**config.mk**
```make
export PLATFORM = sky130hd
export DESIGN_NAME = frame_sync_deserializer
export DESIGN_NICKNAME = d
export VERILOG_FILES = /design/src/rtl/frame_sync_deserializer.sv
export SDC_FILE = /design/constraint.sdc
export NUM_CORES = 1
export LEC_CHECK = 0
export CAP_MARGIN = 20
export CORE_MARGIN = 2
export CORE_UTILIZATION = 56
export CTS_CLUSTER_DIAMETER = 40
export DETAILED_ROUTE_END_ITERATION = 12
export DONT_BUFFER_PORTS = 1
export GPL_ROUTABILITY_DRIVEN = 1
export HOLD_SLACK_MARGIN = 0.02
export PLACE_DENSITY = 0.74
export SLEW_MARGIN = 10
export SYNTH_ARGS = -nofsm -noshare
export SYNTH_HDL_FRONTEND = slang
export SYNTH_SLANG_ARGS = --single-unit
```
**constraint.sdc**
```tcl
create_clock -name clock -period 2.3 [get_ports clock]
set_input_delay 0.46 -clock clock [delete_from_list [all_inputs] [get_ports clock]]
set_output_delay 0.46 -clock clock [all_outputs]
set_load 0.005 [all_outputs]
```
**src/rtl/frame_sync_deserializer.sv**
```systemverilog
// Frame-locked serial deserializer: hunts for preamble/postamble framing,
// flywheels across isolated bad frames, buffers words in a show-ahead FIFO.
// Ports: clock, reset_n (async low), serin -> data/valid/ready FIFO head,
//        locked, frame_err/overflow pulses, saturating err_count.
module frame_sync_deserializer #(
    parameter int              DATA_W     = 8,
    parameter int              PRE_W      = 5,
    parameter int              POST_W     = 5,
    parameter logic [PRE_W-1:0]  PREAMBLE  = 5'b10001,
    parameter logic [POST_W-1:0] POSTAMBLE = 5'b01110,
    parameter int              MISS_LIMIT = 3,
    parameter int              DEPTH      = 4,
    parameter int              ERR_W      = 8
) (
    input  logic              clock,
    input  logic              reset_n,
    input  logic              serin,
    output logic [DATA_W-1:0] data,
    output logic              valid,
    input  logic              ready,
    output logic              locked,
    output logic              frame_err,
    output logic              overflow,
    output logic [ERR_W-1:0]  err_count
);

    localparam int FRAME_W = PRE_W + DATA_W + POST_W;
    localparam int CNT_W   = $clog2(FRAME_W);
    localparam int AW      = $clog2(DEPTH);
    localparam logic [CNT_W-1:0] CNT_MAX  = CNT_W'(FRAME_W - 1);
    localparam logic [3:0]       MISS_MAX = 4'(MISS_LIMIT);
    localparam logic [AW:0]      OCC_FULL = (AW+1)'(DEPTH);

    typedef enum logic {HUNT, LOCKED} state_t;

    state_t             state, state_nxt;
    logic [FRAME_W-1:0] win;
    logic [CNT_W-1:0]   cnt, cnt_nxt;
    logic [3:0]         miss, miss_nxt;
    logic               match, push, miss_evt;
    logic [DATA_W-1:0]  word;

    logic [DATA_W-1:0]  mem [DEPTH];
    logic [AW-1:0]      wr_ptr, rd_ptr;
    logic [AW:0]        occ;
    logic               full, pop, wr_en;

    assign match = (win[PRE_W-1:0] == PREAMBLE) &&
                   (win[FRAME_W-1 -: POST_W] == POSTAMBLE);
    assign word  = win[PRE_W +: DATA_W];

    // Oldest bit sits at win[0]; new bits enter at the MSB.
    always_ff @(posedge clock or negedge reset_n) begin
        if (!reset_n) win <= '0;
        else          win <= {serin, win[FRAME_W-1:1]};
    end

    always_ff @(posedge clock or negedge reset_n) begin
        if (!reset_n) begin
            state <= HUNT;
            cnt   <= '0;
            miss  <= '0;
        end else begin
            state <= state_nxt;
            cnt   <= cnt_nxt;
            miss  <= miss_nxt;
        end
    end

    // Only the boundary cycle (cnt == 0) is looked at once locked, so
    // pattern look-alikes inside the data never cause a resync.
    always_comb begin
        state_nxt = state;
        cnt_nxt   = cnt;
        miss_nxt  = miss;
        push      = 1'b0;
        miss_evt  = 1'b0;
        unique case (state)
            HUNT: begin
                if (match) begin
                    push      = 1'b1;
                    state_nxt = LOCKED;
                    cnt_nxt   = CNT_MAX;
                    miss_nxt  = '0;
                end
            end
            LOCKED: begin
                if (cnt != '0) begin
                    cnt_nxt = cnt - CNT_W'(1);
                end else begin
                    cnt_nxt = CNT_MAX;
                    if (match) begin
                        push     = 1'b1;
                        miss_nxt = '0;
                    end else begin
                        miss_evt = 1'b1;
                        if (miss + 4'd1 == MISS_MAX) begin
                            state_nxt = HUNT;
                            miss_nxt  = '0;
                        end else begin
                            miss_nxt = miss + 4'd1;
                        end
                    end
                end
            end
            default: state_nxt = HUNT;
        endcase
    end

    assign locked = (state == LOCKED);

    assign full  = (occ == OCC_FULL);
    assign valid = (occ != '0);
    assign pop   = valid && ready;
    // A simultaneous pop frees the slot, so a push into a full FIFO still lands.
    assign wr_en = push && (!full || pop);
    assign data  = valid ? mem[rd_ptr] : '0;

    always_ff @(posedge clock) begin
        if (wr_en) mem[wr_ptr] <= word;
    end

    always_ff @(posedge clock or negedge reset_n) begin
        if (!reset_n) begin
            wr_ptr <= '0;
            rd_ptr <= '0;
            occ    <= '0;
        end else begin
            if (wr_en) wr_ptr <= wr_ptr + AW'(1);
            if (pop)   rd_ptr <= rd_ptr + AW'(1);
            case ({wr_en, pop})
                2'b10:   occ <= occ + (AW+1)'(1);
                2'b01:   occ <= occ - (AW+1)'(1);
                default: occ <= occ;
            endcase
        end
    end

    always_ff @(posedge clock or negedge reset_n) begin
        if (!reset_n) begin
            frame_err <= 1'b0;
            overflow  <= 1'b0;
            err_count <= '0;
        end else begin
            frame_err <= miss_evt;
            overflow  <= push && full && !pop;
            if (miss_evt && (err_count != '1))
                err_count <= err_count + ERR_W'(1);
        end
    end

endmodule

```
[After elaboration in Yosys (flattened, before gate mapping)]
Memory sizes are Yosys's and may differ from the RTL's.
Cells that the tools add are included.
Word-level totals
  register bits: 45
  memories: 1
  input port bits: 4
  word-level logic and storage cells: 63
  memory bits (writable): 32
  output and inout bits: 20
Memory list
  mem: words 4, bits a word 8, rd ports 1, clocked after memory_dff 0, wr ports 1, RTL line 43  | logic [DATA_W-1:0] mem [DEPTH];
Operators by class
  mux-type cells: 22
  equality and inequality tests: 9
  bitwise operators: 1
  $add $sub $neg: 7
  reductions and logical operators: 13
Operators by type and width (count)
  $mux W4: 4
  $mux W1: 10
  $mux W5: 2
  $pmux W5 S2: 1
  $add A8 B1 Y8 const B: 1
  $mux W8: 1
  $ne A8 B8 Y1 const B: 1
  $pmux W4 S2: 1
  $logic_and A1 B1 Y1: 6
  $pmux W3 S2: 1
  $eq A5 B4 Y1 const B: 1
  $eq A5 B5 Y1 const B: 1
  $reduce_bool A5 Y1: 1
  $sub A5 B1 Y5 const B: 1
  $add A2 B1 Y2 const B: 2
  $add A4 B1 Y4 const B: 1
  $eq A4 B2 Y1 const B: 1
  $ne A2 B2 Y1 const B: 2
  $pmux W1 S2: 2
  $add A3 B1 Y3 const B: 1
  $eq A3 B3 Y1 const B: 1
  $reduce_bool A3 Y1: 1
  $sub A3 B1 Y3 const B: 1
  $eq A2 B1 Y1 const B: 1
  6 further kinds: 7

[Logic depth before layout (Yosys ltp)]
Gate-level depths: netlist of the first run.
  depth after elaboration: 8
  depth in mapped cells: 12
  gate-level depth less buffers: 12

[Worst setup path after synthesis of the first run]
OpenSTA, ideal clock, no wires.
  path kind: reg-to-reg
  start: register win[1]
  end: register occ[2]
  arrival time: 2372 ps
  setup slack: -198 ps
  buffers on the path: 0
  stages on the path, launching flop included: 11
  period minus slack after synthesis: 2498 ps
  library setup time: 125 ps
  required time: 2175 ps
  path through: dfrtp_1 -> or4b_4 -> or3_4 -> nor3b_4 -> inv_1 -> ha_1 -> inv_1 -> fa_1 -> xor2_1 -> nor2_1 -> xor2_1
On the way
  word-level cells in the longest chain between the ends: 8
  elaborated cells on any way between the ends: 10
  those cells by class: eq/ne: 3; mux: 4; reduce/logical: 3
Ends and longest elaborated chain
  from (decl): RTL line 37  | logic [FRAME_W-1:0] win;
  from (signal assigned): RTL line 55  | else win <= {serin, win[FRAME_W-1:1]};
  $eq A5 B5 Y1 *: RTL line 48  | assign match = (win[PRE_W-1:0] == PREAMBLE) &&
  $logic_and A1 B1 Y1 *: RTL line 48
  $mux W1 *: RTL line 80, 92
  $mux W1: RTL line 88  | if (cnt != '0) begin
  $pmux W1 S2 *: RTL line 78  | unique case (state)
  $logic_and A1 B1 Y1 *: RTL line 116  | assign wr_en = push && (!full || pop);
  $eq A2 B1 Y1 / $eq A2 B2 Y1 (equally long branches): RTL line 131  | case ({wr_en, pop})
  $pmux W3 S2 / $reduce_bool A2 Y1 (equally long branches)
  to (signal assigned): RTL line 132  | 2'b10: occ <= occ + (AW+1)'(1);
  to (signal assigned): RTL line 133  | 2'b01: occ <= occ - (AW+1)'(1);
  to (decl): RTL line 45  | logic [AW:0] occ;
Mark *: on every way between the ends. The rest lies on a longest branch, timed or not.
A chain may end at the register's enable or synchronous reset.

[Worst setup path in the final report of the first run]
Ends and elaborated chain as after synthesis.

==> impl_metrics.csv, run 1 <==
group,metric,value,unit
run_status,status,"finished with violations",
run_status,violations,"negative setup slack",
die,rows,27,
layout,syn_to_final_growth,16.3,%
timing,skew,0.00887,ns
global_route,grt_overflow_total,0,
global_route,antenna_found_initial,0,
yosys,syn_avg_cell_area,15.1,sq um
drt,drtAntennaViolNets,0,
yosys,yosysTopAreaCell,"dfrtp_1",
die,die_y,78.9,um
yosys,synthFlopType,"dfrtp_1",
worst_setup_path,startpoint_type,"register",
clock_network,cts-root-buf,"clkbuf_8",
worst_setup_path,crit_slowest_cell,"or4b_4",
clock_network,path_clk_slew,0.08,ns
yosys,synth-edff-count,32,
die,die_x,78.9,um
placed_design,place_congestion,0.797,
clock_network,cts_tree,"yes",
global_route,grt_max_degree,46,
layout,drive_gt1_share,22.8,%
worst_setup_path,cp_data_required_time,2.54,ns
clock_network,insertion_delay,0.34,ns
drt,via_per_inst,5.55,
worst_setup_path,crit_chain,"or4b_4, or3_4, nor3b_4, inv_1, ha_2, inv_2, fa_1, xor2_1, nor2_1, xor2_1",
flow_run,drv_cap,0,
yosys,synthCells,208,
yosys,synth_nets,223,
timing,worstMarginPinSlew,0.438,ns
timing,period_minus_slack,2.51,ns
die,die_area,6230,sq um
layout,fillCellCount,391,
layout,mostFrequentLayoutCells,"dfrtp_1, edfxtp_1, buf_4, inv_1, and2_1",
global_route,grt_pass1_wl,9030,um
die,ios,24,
pwr,p_leak,1.52,nW
yosys,netlist_area,3150,sq um
worst_setup_path,endpoint_kind,"register",
yosys,synth_cell_types,44,
pwr,p_per_area,978,nW/um^2
worst_setup_path,crit_family,"simple AND/OR/NAND/NOR gates",
yosys,yosys_register_bits,77,
drt,totalWireLength,5510,um
worst_setup_path,cp_max_fo,2,
layout,final_common_cell,"dfrtp_1",
yosys,seq_area_frac_synth,66.3,%
drt,vias,1738,
clock_network,cts_buffers,9,
layout,antennaDiodeCount,0,
worst_setup_path,arrival,2.75,ns
pwr,ir_drop,0.572,mV
yosys,synth.top_cell.area_share,35.8,%
placed_design,hpwl,3680,um
timing,max_slew_margin,70.8,%
timing,slew_viol_final,0,
layout,multi_input_area,1000,sq um
layout,num-nets-final,251,
timing,worst_slack,-0.214,ns
yosys,yosys-top-cells-area,"dfrtp_1, edfxtp_1, mux4_2",
layout,final_util,66.9,%
drt,drt_iter0_drc,65,
placed_design,pre_cts_slack,-0.203,ns
timing,setup_viol,2,
timing,fin_crit_sh,109,%
drt,routedWlPerCell,17.6,um
timing,rsz0062_at_grt,"true",
yosys,ys_warn_count,0,
yosys,synthArstFlopShare,58.4,%
layout,ff_latch_area,2090,sq um
worst_setup_path,slowest_delay,0.54,ns
worst_setup_path,path_buf_inv,2,
drt,drc,0,
die,core_area,5470,sq um
placed_design,port_buffers,0,
drt,first_pass_iters,4,
clock_network,cts.htree.levels,3,
timing,hold_viol_final,0,
die,start_util,57.5,%
global_route,grt_pass1_vias,1896,
timing,fmax,0.398,GHz
worst_setup_path,cp_common_cell,"xor2_1",
worst_setup_path,criticalPathCategory,"register to register",
clock_network,clock_path_buffers,2,
worst_hold_path,hp-class,"input port to register",
clock_network,cts_sinks,77,
global_route,grt_usage,19.5,%
-- state kept, by name, indices dropped and copies added, names as in the netlist --
signal	flops
occ	3
cnt	5
wr_ptr	2
frame_err	1
mem	32
locked	1
rd_ptr	2
overflow	1
miss	4
win	18
err_count	8
-- Yosys cell counts (all sizes together), types with 4 or more instances --
cell and n:
nor2 9, dfrtp 45, nand3 4, nor3 6, a21oi 4, xor2 8, nand2 7, edfxtp 32
xnor2 4, inv 14, and2 13, mux4 8, ha 10
-- cells by family (layout without fill, tap and decap cells) --
| logic type | Yosys count | in the layout | synth area share, % |
|---|---|---|---|
| and+or+nand+nor | 58 | 58 | 11.7 |
| xor gates and xnor gates | 12 | 12 | 3.34 |
| adders and majority gates | 11 | 11 | 4.61 |
| buffers and inverters | 18 | 51 | 2.23 |
| muxes | 13 | 13 | 7.52 |
| AOI/OAI and AO/OA | 19 | 19 | 4.30 |
| DFF | 77 | 77 | 66.3 |
-- power by group --
group / internal, mW / switching, mW / total [mW]
Clock: 0.614 / 0.496 / 1.11
Combinational: 0.434 / 0.353 / 0.787
Sequential: 1.55 / 0.137 / 1.68
Total: 2.59 / 0.987 / 3.58
-- layout make-up --
type                    instances  share of cell area, %
clock buffers                   9                   3.38
flip-flops and latches         77                   57.0
inverters                      14                   1.44
well taps                      72                   2.46
repair buffers                 21                   5.71
multi-input cells             113                   27.3
clock inverters                 7                   2.67
-- repair_timing --
item	in CTS	in global routing
cloned	0	0
setup buffers	1	2
pin swaps	2	2
resized for setup	3	1
hold buffers	2	0
endpoints found under the hold margin	45	0
endpoints found under the setup margin	14	34
-- worst paths after layout --
kind	start	end	slack, ns	depth (start not counted)
hold / removal	serin	win[17]$_DFF_PN0_	0.15	0
setup reg to reg	win[1]$_DFF_PN0_	occ[2]$_DFFE_PN0P_	-0.21	10
setup / recovery	win[1]$_DFF_PN0_	occ[2]$_DFFE_PN0P_	-0.21	10
min in group asynchronous	reset_n	win[6]$_DFF_PN0_	0.64	2
hold reg to reg	win[17]$_DFF_PN0_	win[16]$_DFF_PN0_	0.38	0
max in group asynchronous	reset_n	win[17]$_DFF_PN0_	1.45	2
-- layer usage --
| layer | wire, um | global-route usage [%] |
|---|---|---|
| met1 | 2200 | 22.6 |
| met2 | 3060 | 34.0 |
| met3 | 200 | 4.55 |
| met4 | 56 | 9.66 |
| met5 | 0 | 0 |
-- metrics by stage --
stage | setup TNS [ns] | power (mW) | cell area (sq um) | instances | hold WS, ns
after floorplan | -0.266 | 2.26 | 3150 | 208 | 0.164
after global placement | -0.0767 | 2.41 | 3380 | 294 | 0.165
after detailed placement | -0.315 | 2.46 | 3380 | 294 | 0.165
after CTS | -0.339 | 3.61 | 3650 | 312 | 0.130
after global routing | -1.47 | 3.74 | 3660 | 313 | 0.128
final | -0.329 | 3.58 | 3660 | 313 | 0.149
Power figures use the tool's default switching activity.
==> inputs of run 2 (changes only) <==
PLACE_DENSITY = 0.72   (was 0.74)
==> run 2 against run 1 <==
Net effect: the run still ends with negative setup slack left; non-clock buffer count is the same; largest power group unchanged; critical path depth unchanged; maximum frequency is 4.0% higher; hold slack improved by 0.011 ns; critical path type unchanged; largest cell class unchanged; sequential power about the same; register-to-register slack gained 0.096 ns; clock-buffer cell count up 2; global-route usage increased by 0.31 points; cell count unchanged; first-iteration DRC count increased by 18%; design area hardly changed.
==> impl_metrics.csv, run 2 (synthesized netlist as in run 1, its figures left out) <==
group,metric,value,unit
timing,worst_slack,-0.119,ns
die,start_util,57.5,%
pwr,p_per_area,988,nW/um^2
global_route,grt_usage,19.8,%
global_route,antenna_found_initial,0,
global_route,grt_max_degree,46,
worst_setup_path,startpoint_type,"register",
clock_network,cts_tree,"yes",
clock_network,cts_sinks,77,
die,die_area,6230,sq um
drt,vias,1722,
drt,via_per_inst,5.50,
worst_setup_path,crit_path_start,"win[1]$_DFF_PN0_",
timing,period_minus_slack,2.42,ns
placed_design,hpwl,3760,um
layout,final_util,66.9,%
timing,worstMarginPinSlew,0.429,ns
pwr,p_leak,1.53,nW
flow_run,drv_cap,0,
layout,syn_to_final_growth,16.4,%
global_route,grt_overflow_total,0,
die,core_area,5470,sq um
timing,setup_viol,2,
placed_design,pre_cts_slack,-0.165,ns
timing,fin_crit_sh,105,%
timing,slew_viol_final,0,
timing,fmax,0.413,GHz
drt,first_pass_iters,4,
clock_network,path_clk_slew,0.08,ns
drt,routedWlPerCell,17.1,um
timing,skew,0.0129,ns
drt,drc,0,
layout,num-nets-final,251,
global_route,grt_pass1_vias,1849,
clock_network,insertion_delay,0.33,ns
die,ios,24,
placed_design,port_buffers,0,
pwr,clock_power_share,32.1,%
clock_network,cts_buffers,9,
layout,final_common_cell,"dfrtp_1",
worst_setup_path,cp_max_fo,2,
run_status,violations,"negative setup slack",
pwr,p_sw,0.919,mW
layout,drive_gt1_share,22.4,%
worst_hold_path,min_to,"win[17]$_DFF_PN0_",
drt,drt_iter0_drc,77,
timing,hold_viol_final,0,
run_status,status,"finished with violations",
drt,drtAntennaViolNets,0,
layout,fillCellCount,384,
worst_setup_path,cp_data_required_time,2.52,ns
die,die_y,78.9,um
timing,hold_slack,0.160,ns
placed_design,place_congestion,0.732,
worst_hold_path,min_from,"serin",
timing,max_slew_margin,71.4,%
layout,reg_top3,"mem x32, win x18, err_count x8",
clock_network,cts.htree.levels,3,
timing,rsz0062_at_grt,"true",
worst_setup_path,endpoint_kind,"register",
clock_network,clock_path_buffers,2,
pwr,finalPower,3.62,mW
die,rows,27,
worst_setup_path,criticalPathCategory,"register to register",
worst_setup_path,rr_worst_depth,10,
worst_setup_path,rrSetupSlack,-0.12,ns
pwr,power_frac_comb,21.4,%
worst_hold_path,hp-class,"input port to register",
pwr,ir_drop,0.496,mV
pwr,power_frac_seq,46.5,%
worst_hold_path,hold_depth,0,
layout,top_register,"mem",
layout,largest_reg_flops,32,
worst_setup_path,arrival,2.63,ns
clock_network,cts-root-buf,"clkbuf_8",
global_route,grt_pass1_wl,9070,um
layout,antennaDiodeCount,0,
die,die_x,78.9,um
pwr,internal_power,2.70,mW
drt,totalWireLength,5360,um
pwr,sw_frac_of_total,25.4,%
worst_setup_path,r2r_end,"occ[2]$_DFFE_PN0P_",
layout,mostFrequentLayoutCells,"dfrtp_1, edfxtp_1, buf_4, inv_1",
worst_setup_path,crit-reg2reg-launch,"win[1]$_DFF_PN0_",
==> run 2: power by group through the flow <==
stage | registers (mW) | clock network (mW) | logic, mW
2_1_floorplan | 1.66 | 0 | 0.600
3_3_place_gp | 1.70 | 0 | 0.718
3_5_place_dp | 1.71 | 0 | 0.758
4_1_cts | 1.68 | 1.19 | 0.790
5_1_grt | 1.70 | 1.24 | 0.875
6_report | 1.68 | 1.16 | 0.774
==> run 2: per-stage QoR <==
stage,std cells,TNS (ns),cell area [sq um]
2_1_floorplan,208,-0.266,3150
3_3_place_gp,295,-0.0743,3380
3_5_place_dp,295,-0.282,3380
4_1_cts,314,-0.445,3670
5_1_grt,313,-0.597,3660
6_report,313,-0.219,3660
==> run 2: final cells by class <==
type | instances | area (sq um) | area share (%)
Timing Repair Buffer | 21 | 196 | 5.37
Sequential cell | 77 | 2090 | 57.0
Clock inverter | 5 | 98.8 | 2.70
Inverter | 14 | 52.6 | 1.44
Clock buffer | 11 | 131 | 3.59
Multi-Input combinational cell | 113 | 1000 | 27.4
Tap cell | 72 | 90.1 | 2.46
==> run 2: worst max path at each step <==
stage,endpoint,cells past startpoint
finish,occ[2]$_DFFE_PN0P_,10
global route,occ[2]$_DFFE_PN0P_,10
detailed placement,occ[2]$_DFFE_PN0P_,9
global placement,occ[2]$_DFFE_PN0P_,9
CTS,occ[2]$_DFFE_PN0P_,10
floorplan,occ[2]$_DFFE_PN0P_,10
==> run 2: layer usage <==
metal / up-vias / global-route usage (%) / wire length, um
li1: 807 / - / -
met1: 885 / 23.5 / 2190
met4: 0 / 6.21 / 34
met2: 28 / 34.6 / 2980
met5: - / 0 / 0
met3: 2 / 6.14 / 160
==> run 2: worst max-delay path, stage by stage, from the launching register on <==
cell,delay [ns]
dfrtp_1,0.39
or4b_4,0.54
or3_4,0.36
nor3b_4,0.19
inv_1,0.06
ha_2,0.18
inv_2,0.06
fa_1,0.17
xor2_1,0.15
nor2_1,0.06
xor2_1,0.14
==> run 2: what timing repair did <==
item	in CTS	in global routing
endpoints found under the setup margin	2	34
hold endpoints to repair	45	0
hold buffers	2	0
gates resized for setup	5	2
setup buffers	1	0
pin swaps	0	1
